**src/rtl/zrtc_pkg.sv**
```systemverilog
// Shared constants and types for the RTC glyph rendering path.
package zrtc_pkg;

    localparam int unsigned GLYPH_W     = 12;
    localparam int unsigned GLYPH_H     = 24;
    localparam int unsigned GLYPH_BYTES = (GLYPH_W * GLYPH_H) / 8;

    localparam logic [10:0] DIGIT_BASE  = 11'd1024;
    localparam logic [10:0] COLON_BASE  = 11'd1384;

    localparam logic [15:0] RGB565_WHITE = 16'hFFFF;
    localparam logic [15:0] RGB565_BLACK = 16'h0000;

    typedef enum logic [2:0] {
        ST_IDLE  = 3'd0,
        ST_LATCH = 3'd1,
        ST_READ  = 3'd2,
        ST_WAIT  = 3'd3,
        ST_SHIFT = 3'd4,
        ST_NEXT  = 3'd5,
        ST_DONE  = 3'd6
    } zrtc_state_e;

    // Map one glyph bit to its RGB565 colour.
    function automatic logic [15:0] pix_color(input logic bit_val,
                                              input logic [15:0] fg,
                                              input logic [15:0] bg);
        return bit_val ? fg : bg;
    endfunction

endpackage

```
**src/rtl/zrtc_glyph_shifter.sv**
```systemverilog
// 8-bit glyph byte shifter: presents bits MSB first as pixels with valid/ready hold.
module zrtc_glyph_shifter
    import zrtc_pkg::*;
#(
    parameter logic [15:0] FG_COLOR = RGB565_WHITE,
    parameter logic [15:0] BG_COLOR = RGB565_BLACK
) (
    input  logic        clk,
    input  logic        rst_n,
    input  logic        load,
    input  logic [7:0]  load_data,
    input  logic        load_first,
    input  logic        load_last,
    input  logic        pix_ready,
    output logic        pix_valid,
    output logic [15:0] pix_data,
    output logic        char_first,
    output logic        pix_last,
    output logic        byte_done_c
);

    logic [7:0] sreg;
    logic [2:0] bit_cnt;
    logic       last_byte;
    logic       accept_c;
    logic [7:0] sreg_nxt_c;

    assign accept_c    = pix_valid && pix_ready;
    assign byte_done_c = accept_c && (bit_cnt == 3'd0);
    assign sreg_nxt_c  = {sreg[6:0], 1'b0};

    // Load a byte, then step one bit per accepted pixel; hold everything otherwise.
    always_ff @(posedge clk or negedge rst_n) begin
        if (!rst_n) begin
            sreg       <= 8'd0;
            bit_cnt    <= 3'd0;
            last_byte  <= 1'b0;
            pix_valid  <= 1'b0;
            pix_data   <= BG_COLOR;
            char_first <= 1'b0;
            pix_last   <= 1'b0;
        end else if (load) begin
            sreg       <= load_data;
            bit_cnt    <= 3'd7;
            last_byte  <= load_last;
            pix_valid  <= 1'b1;
            pix_data   <= pix_color(load_data[7], FG_COLOR, BG_COLOR);
            char_first <= load_first;
            pix_last   <= 1'b0;
        end else if (accept_c) begin
            char_first <= 1'b0;
            if (bit_cnt == 3'd0) begin
                pix_valid <= 1'b0;
                pix_last  <= 1'b0;
            end else begin
                sreg     <= sreg_nxt_c;
                bit_cnt  <= bit_cnt - 3'd1;
                pix_data <= pix_color(sreg_nxt_c[7], FG_COLOR, BG_COLOR);
                pix_last <= last_byte && (bit_cnt == 3'd1);
            end
        end
    end

endmodule

```
**src/rtl/zrtc_glyph_reader.sv**
```systemverilog
// Walks the 8 time-string positions, fetches each glyph from ROM and streams RGB565 pixels.
module zrtc_glyph_reader
    import zrtc_pkg::*;
#(
    parameter int unsigned NUM_CHARS       = 8,
    parameter int unsigned BYTES_PER_GLYPH = GLYPH_BYTES,
    parameter int unsigned ROM_LAT         = 1,
    parameter logic [15:0] FG_COLOR        = RGB565_WHITE,
    parameter logic [15:0] BG_COLOR        = RGB565_BLACK
) (
    input  logic        clk,
    input  logic        rst_n,
    input  logic        start,
    output logic        busy,
    output logic        done,
    output logic [3:0]  char_sel,
    input  logic [10:0] glyph_base,
    output logic [10:0] rom_addr,
    output logic        rom_rd,
    input  logic [7:0]  rom_data,
    output logic        char_first,
    output logic [2:0]  char_idx,
    output logic        pix_valid,
    input  logic        pix_ready,
    output logic [15:0] pix_data,
    output logic        pix_last
);

    localparam int unsigned CHAR_W = 3;
    localparam int unsigned BYTE_W = 6;
    localparam int unsigned WAIT_W = 2;
    localparam logic [CHAR_W-1:0] LAST_CHAR = CHAR_W'(NUM_CHARS - 1);
    localparam logic [BYTE_W-1:0] LAST_BYTE = BYTE_W'(BYTES_PER_GLYPH - 1);
    localparam logic [WAIT_W-1:0] WAIT_END  = WAIT_W'(ROM_LAT);

    zrtc_state_e       state;
    logic [CHAR_W-1:0] char_cnt;
    logic [BYTE_W-1:0] byte_cnt;
    logic [WAIT_W-1:0] wait_cnt;
    logic [10:0]       base_q;
    logic              load_c;
    logic              byte_done_c;

    assign char_idx = char_cnt;
    assign char_sel = 4'(char_cnt);
    assign load_c   = (state == ST_WAIT) && (wait_cnt == WAIT_END);

    // Frame sequencer: position latch, byte fetch, shift-out and frame completion.
    always_ff @(posedge clk or negedge rst_n) begin
        if (!rst_n) begin
            state    <= ST_IDLE;
            busy     <= 1'b0;
            done     <= 1'b0;
            char_cnt <= '0;
            byte_cnt <= '0;
            wait_cnt <= '0;
            base_q   <= 11'd0;
            rom_addr <= 11'd0;
            rom_rd   <= 1'b0;
        end else begin
            done   <= 1'b0;
            rom_rd <= 1'b0;
            case (state)
                ST_IDLE: begin
                    if (start) begin
                        busy     <= 1'b1;
                        char_cnt <= '0;
                        state    <= ST_LATCH;
                    end
                end
                ST_LATCH: begin
                    base_q   <= glyph_base;
                    byte_cnt <= '0;
                    state    <= ST_READ;
                end
                ST_READ: begin
                    rom_addr <= base_q + 11'(byte_cnt);
                    rom_rd   <= 1'b1;
                    wait_cnt <= '0;
                    state    <= ST_WAIT;
                end
                ST_WAIT: begin
                    if (load_c) begin
                        state <= ST_SHIFT;
                    end else begin
                        wait_cnt <= wait_cnt + WAIT_W'(1);
                    end
                end
                ST_SHIFT: begin
                    if (byte_done_c) begin
                        if (byte_cnt == LAST_BYTE) begin
                            state <= ST_NEXT;
                        end else begin
                            byte_cnt <= byte_cnt + BYTE_W'(1);
                            state    <= ST_READ;
                        end
                    end
                end
                ST_NEXT: begin
                    if (char_cnt < LAST_CHAR) begin
                        char_cnt <= char_cnt + CHAR_W'(1);
                        state    <= ST_LATCH;
                    end else begin
                        done  <= 1'b1;
                        state <= ST_DONE;
                    end
                end
                ST_DONE: begin
                    busy  <= 1'b0;
                    state <= ST_IDLE;
                end
                default: state <= ST_IDLE;
            endcase
        end
    end

    zrtc_glyph_shifter #(
        .FG_COLOR (FG_COLOR),
        .BG_COLOR (BG_COLOR)
    ) u_shifter (
        .clk         (clk),
        .rst_n       (rst_n),
        .load        (load_c),
        .load_data   (rom_data),
        .load_first  (byte_cnt == '0),
        .load_last   ((byte_cnt == LAST_BYTE) && (char_cnt == LAST_CHAR)),
        .pix_ready   (pix_ready),
        .pix_valid   (pix_valid),
        .pix_data    (pix_data),
        .char_first  (char_first),
        .pix_last    (pix_last),
        .byte_done_c (byte_done_c)
    );

endmodule

```
**config.mk**
```make
export PLATFORM = sky130hd
export DESIGN_NAME = zrtc_glyph_reader
export DESIGN_NICKNAME = d
export VERILOG_FILES = /design/src/rtl/zrtc_pkg.sv /design/src/rtl/zrtc_glyph_shifter.sv /design/src/rtl/zrtc_glyph_reader.sv
export SDC_FILE = /design/constraint.sdc
export NUM_CORES = 1
export LEC_CHECK = 0
export BUFFER_PORTS_ARGS = -buffer_cell sky130_fd_sc_hd__buf_2
export CORE_MARGIN = 3
export CORE_UTILIZATION = 51
export CTS_BUF_LIST = sky130_fd_sc_hd__clkbuf_4 sky130_fd_sc_hd__clkbuf_8
export CTS_CLUSTER_SIZE = 28
export DETAILED_ROUTE_END_ITERATION = 7
export PLACE_DENSITY = 0.85
export SYNTH_ARGS = -nofsm -noshare
export SYNTH_HDL_FRONTEND = slang
export SYNTH_SLANG_ARGS = --single-unit
```
**constraint.sdc**
```tcl
create_clock -name clk -period 1.86 [get_ports clk]
set_input_delay 0.186 -clock clk [delete_from_list [all_inputs] [get_ports clk]]
set_output_delay 0.186 -clock clk [all_outputs]
set_load 0.02 [all_outputs]
```
==> metrics.csv <==
stage,metric,value,unit
clock_network,number of clock sinks seen by CTS,54,
sta,fin crit share,101,%
grt,number of antenna violations at the first check in global routing,0,
floorplan,standard-cell row count,26,
cells_and_area,post-route cell area,3340,um^2
place,placed cell count,406,
worst_setup_path,crit end category,register,
worst_setup_path,largest fanout on the critical path,7,
detailed_routing,DRC violations left,0,
cells_and_area,growth of design area from synthesis to finish,16.5,%
cells_and_area,post-layout instance count excluding filler cells,416,
sta,Max-Slew Margin vs Limit,56.5,%
detailed_routing,drt initial violations,89,
clock_network,clock tree from TritonCTS,yes,
worst_setup_path,terminus of the critical flop-to-flop path,byte_cnt[0],
place,input/output buffers,61,
pwr,pwr dens,1520,nW/um^2
detailed_routing,routed via count divided by cell count,5.25,
worst_setup_path,cell depth of the worst flop-to-flop path,5,
sta,hold_ws,-0.0128,ns
place,gpl congestion,0.882,
synthesis,dominant synthesized flop cell,sky130_fd_sc_hd__dfrtp_1,
synthesis,average footprint of a synthesized cell,10.0,um^2
pwr,share of power burned in registers,39.0,%
grt,largest net degree at the start of global routing,55,
sta,slew of the pin with the lowest slew margin,0.652,ns
floorplan,starting density of the core,54.3,%
synthesis,"Net Count, Synth",323,
sta,Fmax achieved,532,MHz
detailed_routing,wire per inst,13.3,um
worst_setup_path,source of the worst register-to-register timing path,state[1],
worst_setup_path,FF-to-FF setup slack,-0.02,ns
worst_setup_path,number of gates on the worst path with buffers counted,5,
detailed_routing,final wirelength,5.54,mm
synthesis,number of warning messages in the yosys log,0,
sta,time the worst path needs with I/O delays and setup,1.88,ns
cells_and_area,most common library cell in the layout ignoring fill and taps,sky130_fd_sc_hd__buf_2,
detailed_routing,antenna violation net count after detailed routing,0,
sta,Final Skew,0.0104,ns
synthesis,cell count after synthesis,285,
synthesis,"Seq/Total Area, Yosys",47.2,%
place,dpl hpwl,4.07,mm
pwr,Leakage Power,0.00167,uW
min_path,worst min-delay path class,input port to asynchronous set/reset pin,
place,instance area after placement,3200,um^2
clock_network,root buffer selected by CTS,sky130_fd_sc_hd__clkbuf_8,
synthesis,cell types with the largest area share after synthesis,"sky130_fd_sc_hd__dfrtp_1 (47%), sky130_fd_sc_hd__ha_1 (6.1%), sky130_fd_sc_hd__buf_4 (5.0%)",
sta,final setup slack of the worst path,-0.0214,ns
synthesis,Synth top area share,47.2,%
cells_and_area,number of nets in the finished design,384,
clock_network,clock latency at the later pin of the worst-skew pair,0.30,ns
sta,RSZ-0062 raised after global routing,yes,
clock_network,CTS Hold Bufs,0,
cells_and_area,"commonest cells after routing, fill and taps aside","sky130_fd_sc_hd__buf_2 (61), sky130_fd_sc_hd__dfrtp_1 (54), sky130_fd_sc_hd__nand2_1 (33)",
sta,final-report max-slew violation count,0,
run_status,violated checks,"hold timing, setup timing",
worst_setup_path,worst path cell trace,or3b_4 > a311oi_4 > buf_4 > nor2_1 > mux2_2,
cells_and_area,number of antenna cells inserted,0,
pwr,share of power burned in the clock network,12.5,%
cells_and_area,share of final-layout standard cells stronger than drive strength 1,32.1,%
worst_setup_path,longest individual stage delay on the worst path,0.46,ns
grt,sum of overflow across all layers after global routing,0,
place,pre-CTS WS,-0.0403,ns
grt,first-pass GRT wire length,9.23,mm
detailed_routing,total via count in the routed design,2182,
floorplan,height of the die,80.9,um
sta,setup violation total in the final timing report,1,
worst_setup_path,signal arrival time at the worst endpoint,2.07,ns
sta,final hold violations,13,
pwr,switching power as a share of total power,42.1,%
clock_network,number of clock buffers inserted by TritonCTS,5,
floorplan,Die X-Extent,80.9,um
worst_setup_path,Worst path slowest cell,sky130_fd_sc_hd__dfrtp_1,
synthesis,number of distinct library cell variants in the gate-level netlist after synthesis,43,
grt,via count of the first global-routing pass,2095,
flow_run,number of max-cap violations,0,
synthesis,most area-hungry cell type in the Yosys netlist,sky130_fd_sc_hd__dfrtp_1,
floorplan,die area,6550,um^2
synthesis,mapped cell area,2860,um^2
grt,global-route total usage across every layer,17.9,%
worst_setup_path,kind of start point of the critical path,register,
worst_setup_path,first element of the critical path,state[1],
worst_setup_path,worst setup path endpoint,byte_cnt[0],
worst_setup_path,critical path required time,2.04,ns
worst_setup_path,buffers and inverters on the worst path,1,
clock_network,htree depth,2,
synthesis,Synth Register Bits,54,
cells_and_area,post-layout utilization of the core,63.3,%
clock_network,maximum root-to-sink buffer count,2,
run_status,run status,finished with violations,
floorplan,number of primary I/O pins,63,
pwr,switching power total,2140,uW
worst_setup_path,startpoint-to-endpoint class of the critical path,register to register,
pwr,part of the power in combinational logic,48.5,%
pwr,Int Power,2940,uW
detailed_routing,Pre-Repair DR Iteration Count,5,
pwr,worst vdd ir,802,uV
synthesis,async set or reset register ratio after synthesis,100,%
synthesis,number of flops mapped to enable cells by yosys,0,
worst_setup_path,top cell family by delay on the critical path,simple AND/OR/NAND/NOR gates,
clock_network,clock transition at the registers of the reported paths,0.09,ns
floorplan,Floorplan Core Area,5270,um^2
==> per-stage QoR <==
stage	hold WS, ns	TNS [ns]	power (uW)
after detailed placement	0.353	-0.0403	4440
final	-0.0128	-0.0214	5090
after CTS	0.0232	0	5090
after global routing	0.0488	-0.274	5510
after floorplan	-0.110	0	3910
after global placement	0.343	0	4340
==> cells in the mapped netlist, types with 2 or more instances <==
master	count
sky130_fd_sc_hd__dfrtp_1	54
sky130_fd_sc_hd__nand2_1	33
sky130_fd_sc_hd__o21ai_0	25
sky130_fd_sc_hd__nor2_1	21
sky130_fd_sc_hd__buf_4	19
sky130_fd_sc_hd__inv_1	15
sky130_fd_sc_hd__ha_1	14
sky130_fd_sc_hd__a21oi_1	13
sky130_fd_sc_hd__mux2_2	12
sky130_fd_sc_hd__xor2_1	9
sky130_fd_sc_hd__nand3_1	8
sky130_fd_sc_hd__mux2i_1	7
sky130_fd_sc_hd__clkbuf_1	6
sky130_fd_sc_hd__and3_1	5
sky130_fd_sc_hd__xnor2_1	4
sky130_fd_sc_hd__a221oi_1	3
sky130_fd_sc_hd__nand3b_1	3
sky130_fd_sc_hd__o31ai_1	3
sky130_fd_sc_hd__a31oi_1	2
sky130_fd_sc_hd__and2_1	2
sky130_fd_sc_hd__buf_6	2
sky130_fd_sc_hd__nand4_1	2
sky130_fd_sc_hd__nor3_1	2
sky130_fd_sc_hd__o21a_1	2
==> cells by family (layout without fill, tap and decap cells) <==
group	after synthesis	count (layout)	synth area share (%)
other	1	1	0.131
muxes	19	19	7.17
DFF	54	54	47.2
xor gates and xnor gates	13	13	3.98
buffers and inverters	43	104	8.70
AOI/OAI and AO/OA	58	58	12.9
and+or+nand+nor	82	82	13.2
adders and majority gates	15	15	6.82
==> power by group through the flow <==
stage | logic (uW) | clock network (uW) | registers, uW
global route | 2740 | 713 | 2050
finish | 2470 | 636 | 1980
detailed placement | 2440 | 0 | 2010
floorplan | 1760 | 0 | 2150
global placement | 2360 | 0 | 1980
CTS | 2450 | 659 | 1990
==> worst reg2reg max path: cells and delay by family, from the launching register on <==
kind,cells,cell delay [ns]
AND/OR/NAND/NOR,2,0.49
flip-flops,1,0.46
AO/OA/AOI/OAI,1,0.37
multiplexers,1,0.26
buffers and inverters,1,0.19
==> how the worst min path moves through the flow <==
stage | startpoint | endpoint | slack [ns]
global route | rst_n | char_idx[0] | 0.05
floorplan | rst_n | base_q[0] | -0.11
global placement | rst_n | done | 0.34
finish | rst_n | char_idx[0] | -0.01
detailed placement | rst_n | u_shifter.last_byte | 0.35
CTS | rst_n | char_idx[0] | 0.02
==> layer usage <==
metal  GRT usage (%)  vias up  wire (um)
met5               0        -          0
met1            22.0     1039       2540
met2            31.2       57       2640
met3            4.10        6        294
li1                -     1080          -
met4            5.57        0         61
==> state kept, by name, summed over array words and instances (netlist names) <==
| name | cells |
|---|---|
| u_shifter.pix_valid | 1 |
| u_shifter.sreg | 7 |
| rom_addr | 11 |
| wait_cnt | 2 |
| u_shifter.pix_last | 1 |
| busy | 1 |
| u_shifter.pix_data | 1 |
| char_idx | 3 |
| base_q | 11 |
| byte_cnt | 6 |
| u_shifter.last_byte | 1 |
| rom_rd | 1 |
| state | 3 |
| done | 1 |
| u_shifter.char_first | 1 |
| u_shifter.bit_cnt | 3 |
==> final cells by class <==
| class | count | area, um^2 |
|---|---|---|
| Multi-Input combinational cell | 188 | 1290 |
| Tap cell | 70 | 87.6 |
| Fill cell | 424 | 1930 |
| Clock buffer | 7 | 83.8 |
| Timing Repair Buffer | 82 | 463 |
| Inverter | 15 | 56.3 |
| Sequential cell | 54 | 1350 |
==> timing repair <==
action                                  4_1_cts  5_1_grt
pin swaps                                     0        7
endpoints found under the setup margin        2       11
cloned                                        0        0
setup buffers                                 0        3
resized for setup                             2        7
(Power assumes the default switching activity.)
